### src/rtl/bit_deserializer_if.sv
// Output word stream of bit_deserializer: one-entry valid/ready buffer plus drop pulse.
interface bit_deserializer_if #(parameter int DATA_W = 8) ();
  logic [DATA_W-1:0] data_out;
  logic              data_valid;
  logic              data_ready;
  logic              overflow;

  modport master (output data_out, output data_valid, output overflow, input data_ready);
  modport slave  (input data_out, input data_valid, input overflow, output data_ready);
endinterface

### src/rtl/bit_deserializer.sv
// Mid-bit sampler, sync-word aligner and word assembler behind the clock-recovery stage.
// Optional feature macro BITDESER_RESYNC_EN: re-align on an off-boundary sync match while in DATA.
//
// state | meaning
// IDLE  | not locked; sync/word progress cleared
// HUNT  | shifting sampled bits, searching for SYNC_WORD
// DATA  | assembling DATA_W-bit words, free-running frame
module bit_deserializer #(
  parameter int                DATA_W    = 8,
  parameter int                SYNC_W    = 16,
  parameter logic [SYNC_W-1:0] SYNC_WORD = 16'hA5C3,
  parameter logic [15:0]       MIN_FREQ  = 16'd4
) (
  input  logic                      clk_200M,
  input  logic                      rst,
  input  logic                      signal,
  input  logic [15:0]               clk_freq,
  input  logic                      clk_locked,
  output logic                      bit_strobe,
  output logic                      bit_value,
  output logic                      frame_sync,
  bit_deserializer_if.master        out_bus
);

  localparam int CNT_W = (DATA_W > 1) ? $clog2(DATA_W) : 1;
  localparam logic [CNT_W-1:0] LAST_BIT = CNT_W'(DATA_W - 1);

  typedef enum logic [1:0] {IDLE, HUNT, DATA} state_t;

  state_t              state_q, state_d;
  logic                s1, s2, s2_d;
  logic [15:0]         ph;
  logic [16:0]         ph_inc;
  logic                edge_det, sample;
  logic [SYNC_W-1:0]   sync_sr, sync_d, sync_shift;
  logic [DATA_W-1:0]   word_sr, word_d, word_shift;
  logic [CNT_W-1:0]    cnt, cnt_d;
  logic                word_done, handshake;

  assign edge_det  = s2 != s2_d;
  assign ph_inc    = {1'b0, ph} + 17'd1;
  assign sample    = (ph == {1'b0, clk_freq[15:1]}) && (clk_freq >= MIN_FREQ) && clk_locked;
  assign handshake = out_bus.data_valid && out_bus.data_ready;

  always_comb begin
    state_d    = state_q;
    sync_d     = sync_sr;
    word_d     = word_sr;
    cnt_d      = cnt;
    word_done  = 1'b0;
    sync_shift = {sync_sr[SYNC_W-2:0], bit_value};
    word_shift = {word_sr[DATA_W-2:0], bit_value};
    case (state_q)
      IDLE: begin
        sync_d = '0;
        word_d = '0;
        cnt_d  = '0;
        if (clk_locked) state_d = HUNT;
      end
      HUNT: begin
        if (bit_strobe) begin
          sync_d = sync_shift;
          if (sync_shift == SYNC_WORD) begin
            state_d = DATA;
            cnt_d   = '0;
            word_d  = '0;
          end
        end
      end
      DATA: begin
        if (bit_strobe) begin
          if (cnt == LAST_BIT) begin
            word_done = 1'b1;
            cnt_d     = '0;
            word_d    = '0;
          end else begin
            word_d = word_shift;
            cnt_d  = cnt + CNT_W'(1);
          end
`ifdef BITDESER_RESYNC_EN
          sync_d = sync_shift;
          // a match that lands exactly on a word boundary is already aligned
          if (sync_shift == SYNC_WORD && cnt != LAST_BIT) begin
            cnt_d  = '0;
            word_d = '0;
          end
`endif
        end
      end
      default: state_d = IDLE;
    endcase
    if (!clk_locked) begin
      state_d   = IDLE;
      sync_d    = '0;
      word_d    = '0;
      cnt_d     = '0;
      word_done = 1'b0;
    end
  end

  always_ff @(posedge clk_200M) begin
    if (rst) begin
      s1                 <= 1'b0;
      s2                 <= 1'b0;
      s2_d               <= 1'b0;
      ph                 <= '0;
      bit_strobe         <= 1'b0;
      bit_value          <= 1'b0;
      state_q            <= IDLE;
      sync_sr            <= '0;
      word_sr            <= '0;
      cnt                <= '0;
      frame_sync         <= 1'b0;
      out_bus.data_out   <= '0;
      out_bus.data_valid <= 1'b0;
      out_bus.overflow   <= 1'b0;
    end else begin
      s1   <= signal;
      s2   <= s1;
      s2_d <= s2;
      // wrap also covers clk_freq shrinking below the current phase
      if (edge_det || ph_inc >= {1'b0, clk_freq}) ph <= '0;
      else                                      ph <= ph_inc[15:0];
      bit_strobe <= sample;
      bit_value  <= s2;
      state_q    <= state_d;
      sync_sr    <= sync_d;
      word_sr    <= word_d;
      cnt        <= cnt_d;
      frame_sync <= (state_d == DATA);
      out_bus.overflow <= 1'b0;
      if (word_done) begin
        if (!out_bus.data_valid || handshake) begin
          out_bus.data_out   <= word_shift;
          out_bus.data_valid <= 1'b1;
        end else begin
          out_bus.overflow <= 1'b1;
        end
      end else if (handshake) begin
        out_bus.data_valid <= 1'b0;
      end
    end
  end

endmodule
### src/flat_wrapper.sv
// flat-port wrapper written by rule: the top's interface ports become plain ports
module bit_deserializer_flat 
#(
  parameter int                DATA_W    = 8,
  parameter int                SYNC_W    = 16,
  parameter logic [SYNC_W-1:0] SYNC_WORD = 16'hA5C3,
  parameter logic [15:0]       MIN_FREQ  = 16'd4
)
  (clk_200M, rst, signal, clk_freq, clk_locked, bit_strobe, bit_value, frame_sync, out_bus_data_out, out_bus_data_valid, out_bus_overflow, out_bus_data_ready);
  bit_deserializer_if #(.DATA_W(DATA_W)) out_bus_i ();
  input  logic clk_200M;
  input  logic rst;
  input  logic signal;
  input  logic [15:0] clk_freq;
  input  logic clk_locked;
  output logic bit_strobe;
  output logic bit_value;
  output logic frame_sync;
  output wire logic [$bits(out_bus_i.data_out)-1:0] out_bus_data_out;
  output wire logic [$bits(out_bus_i.data_valid)-1:0] out_bus_data_valid;
  output wire logic [$bits(out_bus_i.overflow)-1:0] out_bus_overflow;
  input wire logic [$bits(out_bus_i.data_ready)-1:0] out_bus_data_ready;
  assign out_bus_data_out = out_bus_i.data_out;
  assign out_bus_data_valid = out_bus_i.data_valid;
  assign out_bus_overflow = out_bus_i.overflow;
  assign out_bus_i.data_ready = out_bus_data_ready;
  bit_deserializer #(.DATA_W(DATA_W), .SYNC_W(SYNC_W), .SYNC_WORD(SYNC_WORD), .MIN_FREQ(MIN_FREQ)) u_core (.clk_200M(clk_200M), .rst(rst), .signal(signal), .clk_freq(clk_freq), .clk_locked(clk_locked), .bit_strobe(bit_strobe), .bit_value(bit_value), .frame_sync(frame_sync), .out_bus(out_bus_i));
endmodule
### config.mk
export PLATFORM = sky130hd
export DESIGN_NAME = bit_deserializer_flat
export DESIGN_NICKNAME = d
export VERILOG_FILES = /design/src/rtl/bit_deserializer_if.sv /design/src/rtl/bit_deserializer.sv /design/src/flat_wrapper.sv
export SDC_FILE = /design/constraint.sdc
export NUM_CORES = 1
export LEC_CHECK = 0
export ABC_CLOCK_PERIOD_IN_PS = 3700
export BUFFER_PORTS_ARGS = -buffer_cell sky130_fd_sc_hd__clkbuf_2
export CAP_MARGIN = 0
export CELL_PAD_IN_SITES_DETAIL_PLACEMENT = 0
export CELL_PAD_IN_SITES_GLOBAL_PLACEMENT = 1
export CORE_AREA = 2 2 84 86
export CTS_CLUSTER_DIAMETER = 50
export DETAILED_ROUTE_END_ITERATION = 8
export DIE_AREA = 0 0 86 88
export GPL_ROUTABILITY_DRIVEN = 0
export PLACE_DENSITY = 0.75
export SYNTH_ARGS = -nofsm -noshare
export SYNTH_HDL_FRONTEND = slang
export SYNTH_SLANG_ARGS = --single-unit
### constraint.sdc
create_clock -name clk_200M -period 3.7 [get_ports clk_200M]
set_input_delay 1.11 -clock clk_200M [delete_from_list [all_inputs] [get_ports clk_200M]]
set_output_delay 1.11 -clock clk_200M [all_outputs]
set_load 0.005 [all_outputs]
==> flow_metrics.py <==
metrics = {
    "routing": {
        "finalWirelength_um": 6100,
        "vias_per_cell": 5.32,
        "remaining_drc_errors": 0,
        "vias": 2334,
        "ant_nets": 0,
        "drtIter0Drc": 108,
        "routedWlPerCell_um": 13.9,
        "drt_pass1_iterations": 4,
    },
    "critical_path": {
        "worst_setup_path_end_kind": "register",
        "crit_fanout": 9,
        "crit_type": "register to register",
        "reg2reg_to": "u_core.ph[5]$_SDFF_PP0_",
        "r2r_start": "u_core.ph[0]$_SDFF_PP0_",
        "rrSetupSlack_ns": 0.58,
        "rr_worst_depth": 12,
        "worstSetupStartpointType": "register",
        "cp_data_arrival_time_ns": 3.36,
        "cp.required_ns": 3.95,
    },
    "timing": {
        "finClkSkew_ns": 0.00871,
        "timing.hold.ws_ns": 0.451,
        "report.final.slew_viol_count": 0,
        "min_period_over_period": 0.842,
        "postLayoutSetupSlackWorst_ns": 0.585,
        "setup_tns_ns": 0,
        "finalSetupViolCount": 0,
        "hold_viol_final": 0,
        "fmax_mhz": 321,
        "relSlewSlack": 0.437,
        "post-route-min-period_ns": 3.12,
        "worst_pin_slew_ns": 0.843,
        "rsz0062_at_grt": "no",
    },
    "logic_synthesis": {
        "ys_ff_latch": 58,
        "synth-main-ff-cell": "dfxtp_1",
        "synth_area_leaders": "dfxtp_1 (40%), ha_1 (8.3%), mux2i_1 (5.6%)",
        "synth_top_area_share": 0.403,
        "synth_seq_area_share": 0.403,
        "async_reset_ff_frac": 0,
        "syn_nets": 355,
        "synth.largest_area_cell": "dfxtp_1",
        "postSynthAreaPerCell_um2": 9.14,
        "synth_edf_count": 0,
        "yosysMostFrequentCell": "dfxtp_1",
        "ys_types": 37,
        "synth_area_um2": 2880,
        "synth_common_cells": "dfxtp_1 (58), nor2_1 (32), nand2_1 (23)",
        "netlist_instances": 315,
        "yosysWarnings": 0,
    },
    "cells_and_area": {
        "drive_gt1_frac": 0.164,
        "fin_cells": 439,
        "fin_area_um2": 3330,
        "syn_to_final_growth_pct": 15.8,
        "antenna_cells": 0,
        "nets": 394,
    },
    "placed_design": {
        "dpl_worst_slack_ns": 0.615,
        "post-dp-hpwl_um": 4500,
        "io_buffers": 33,
        "post_dp_cell_area_um2": 3140,
        "dp_cells": 423,
    },
    "cts": {
        "cts.sinks": 58,
        "clock-root-buffer": "clkbuf_8",
        "cts_buffer_depth": 2,
        "cts_setup_buffers": 0,
        "ctsHtreeMaxLevel": 3,
        "clk_pin_slew_worst_paths_ns": 0.06,
        "cts_tree": "done",
        "insertion_delay_ns": 0.33,
        "cts_buffers": 9,
        "cts_resized": 0,
        "ctsHoldBuffers": 0,
    },
    "power_and_ir_drop": {
        "leakagePower_nw": 1.36,
        "p_sw_w": 0.000304,
        "seqPwrFrac": 0.490,
        "p_comb_frac": 0.065,
        "power_frac_clock": 0.445,
        "irDropWorstVdd_mv": 0.251,
        "p_per_area_nw_per_um2": 389,
        "power.internal_w": 0.000991,
        "netSwitchingFraction": 0.235,
    },
    "floorplan": {
        "die_area_um2": 7570,
        "die_h_um": 88,
        "initial_core_util": 0.433,
        "fp-row-count": 30,
        "ios": 34,
        "core_area_um2": 6640,
        "die_x_um": 86,
    },
    "grt": {
        "grtUsageTotal": 0.173,
        "grt_max_degree": 22,
        "grt_pass1_vias": 2189,
        "grt_pass1_wl_um": 10300,
        "antenna_found_initial": 0,
        "grt_remaining_overflow": 0,
    },
    "worst_hold_path": {
        "whs_path_depth": 1,
        "hp-class": "register to register",
        "hp-start": "u_core.s1$_SDFF_PP0_",
        "hold-path-endpoint": "u_core.s2$_SDFF_PP0_",
    },
    "outcome": {
        "run_status": "finished clean",
    },
    "job": {
        "maxCapViolCount": 0,
    },
}
==> layout make-up <==
cell class	count	area [um2]
clock inverter	5	53.8
fill	665	3310
clock buffer	11	141
multi-input combinational	227	1590
inverter	19	71.3
tap	80	100
timing repair buffer	39	210
sequential	58	1160
==> worst max-delay path, stage by stage (launching register included) <==
cell and delay, ns:
dfxtp_1 0.43, ha_1 0.25, nand4_1 0.17, nor2_1 0.28
and3_1 0.22, xor2_1 0.19, ha_1 0.27, a21o_1 0.16
a2111o_1 0.40, a31oi_1 0.14, nand3_1 0.11, buf_4 0.19
nor3b_1 0.20
==> per-layer routing <==
layer  GRT usage  wire (um)  up-vias
met5           0          0        -
met4      0.0476         45        0
met3      0.0566        224        6
met2       0.268       2690       40
met1       0.232       3140     1095
li1            -          -     1193
==> power groups by stage <==
stage | combinational, W | clock (W) | sequential (W)
2_1_floorplan | 0.0000511 | 0 | 0.000647
3_3_place_gp | 0.0000836 | 0 | 0.000649
3_5_place_dp | 0.0000843 | 0 | 0.000649
4_1_cts | 0.0000847 | 0.000591 | 0.000635
5_1_grt | 0.0000938 | 0.000620 | 0.000636
6_report | 0.0000841 | 0.000576 | 0.000635
==> sequential cells by signal, indices dropped and copies added, names as in the netlist <==
signal	flops
u_core.frame_sync	1
u_core.sync_sr	15
u_core.out_bus.overflow	1
u_core.state_q	2
u_core.out_bus.data_out	8
u_core.bit_strobe	1
u_core.ph	16
u_core.out_bus.data_valid	1
u_core.s1	1
u_core.s2	1
u_core.word_sr	7
u_core.s2_d	1
u_core.cnt	3
==> stage by stage <==
stage	util	total power [W]
floorplan	-	0.000698
global placement	0.472	0.000733
detailed placement	0.472	0.000733
CTS	0.502	0.00131
global route	0.502	0.00135
finish	0.502	0.00130
==> placed cells by master (no fill, tap or decap), types with 10 or more instances in the layout <==
cell and n:
mux2i_1 16, inv_1 18, xor2_1 14, clkbuf_2 33
nor2_1 32, a22oi_1 15, nand4_1 10, dfxtp_1 58
xnor2_1 16, ha_1 19, nor3b_1 15, clkbuf_8 10
nand2_1 23, nand3_1 12
==> cell families (layout without fill, tap and decap cells) <==
kind of cell	Yosys count	after routing	synth area share
multiplexers	16	16	0.0557
XOR/XNOR	30	30	0.0913
AND/OR/NAND/NOR	124	124	0.230
AO/OA/AOI/OAI	38	38	0.0943
flip-flops	58	58	0.403
buffers and inverters	30	74	0.0426
adder cells (fa/ha/maj)	19	19	0.0826
==> worst max-delay path by stage <==
stage / startpoint / to / slack [ns] / cells past startpoint
2_1_floorplan: u_core.ph[0]$_SDFF_PP0_ / u_core.ph[10]$_SDFF_PP0_ / 0.83 / 12
3_3_place_gp: u_core.ph[0]$_SDFF_PP0_ / u_core.ph[13]$_SDFF_PP0_ / 0.80 / 12
3_5_place_dp: u_core.ph[0]$_SDFF_PP0_ / u_core.ph[5]$_SDFF_PP0_ / 0.62 / 12
4_1_cts: u_core.ph[0]$_SDFF_PP0_ / u_core.ph[5]$_SDFF_PP0_ / 0.59 / 12
5_1_grt: u_core.ph[0]$_SDFF_PP0_ / u_core.ph[9]$_SDFF_PP0_ / 0.24 / 12
6_report: u_core.ph[0]$_SDFF_PP0_ / u_core.ph[5]$_SDFF_PP0_ / 0.58 / 12
No activity file was read; power rests on OpenSTA's default activity.
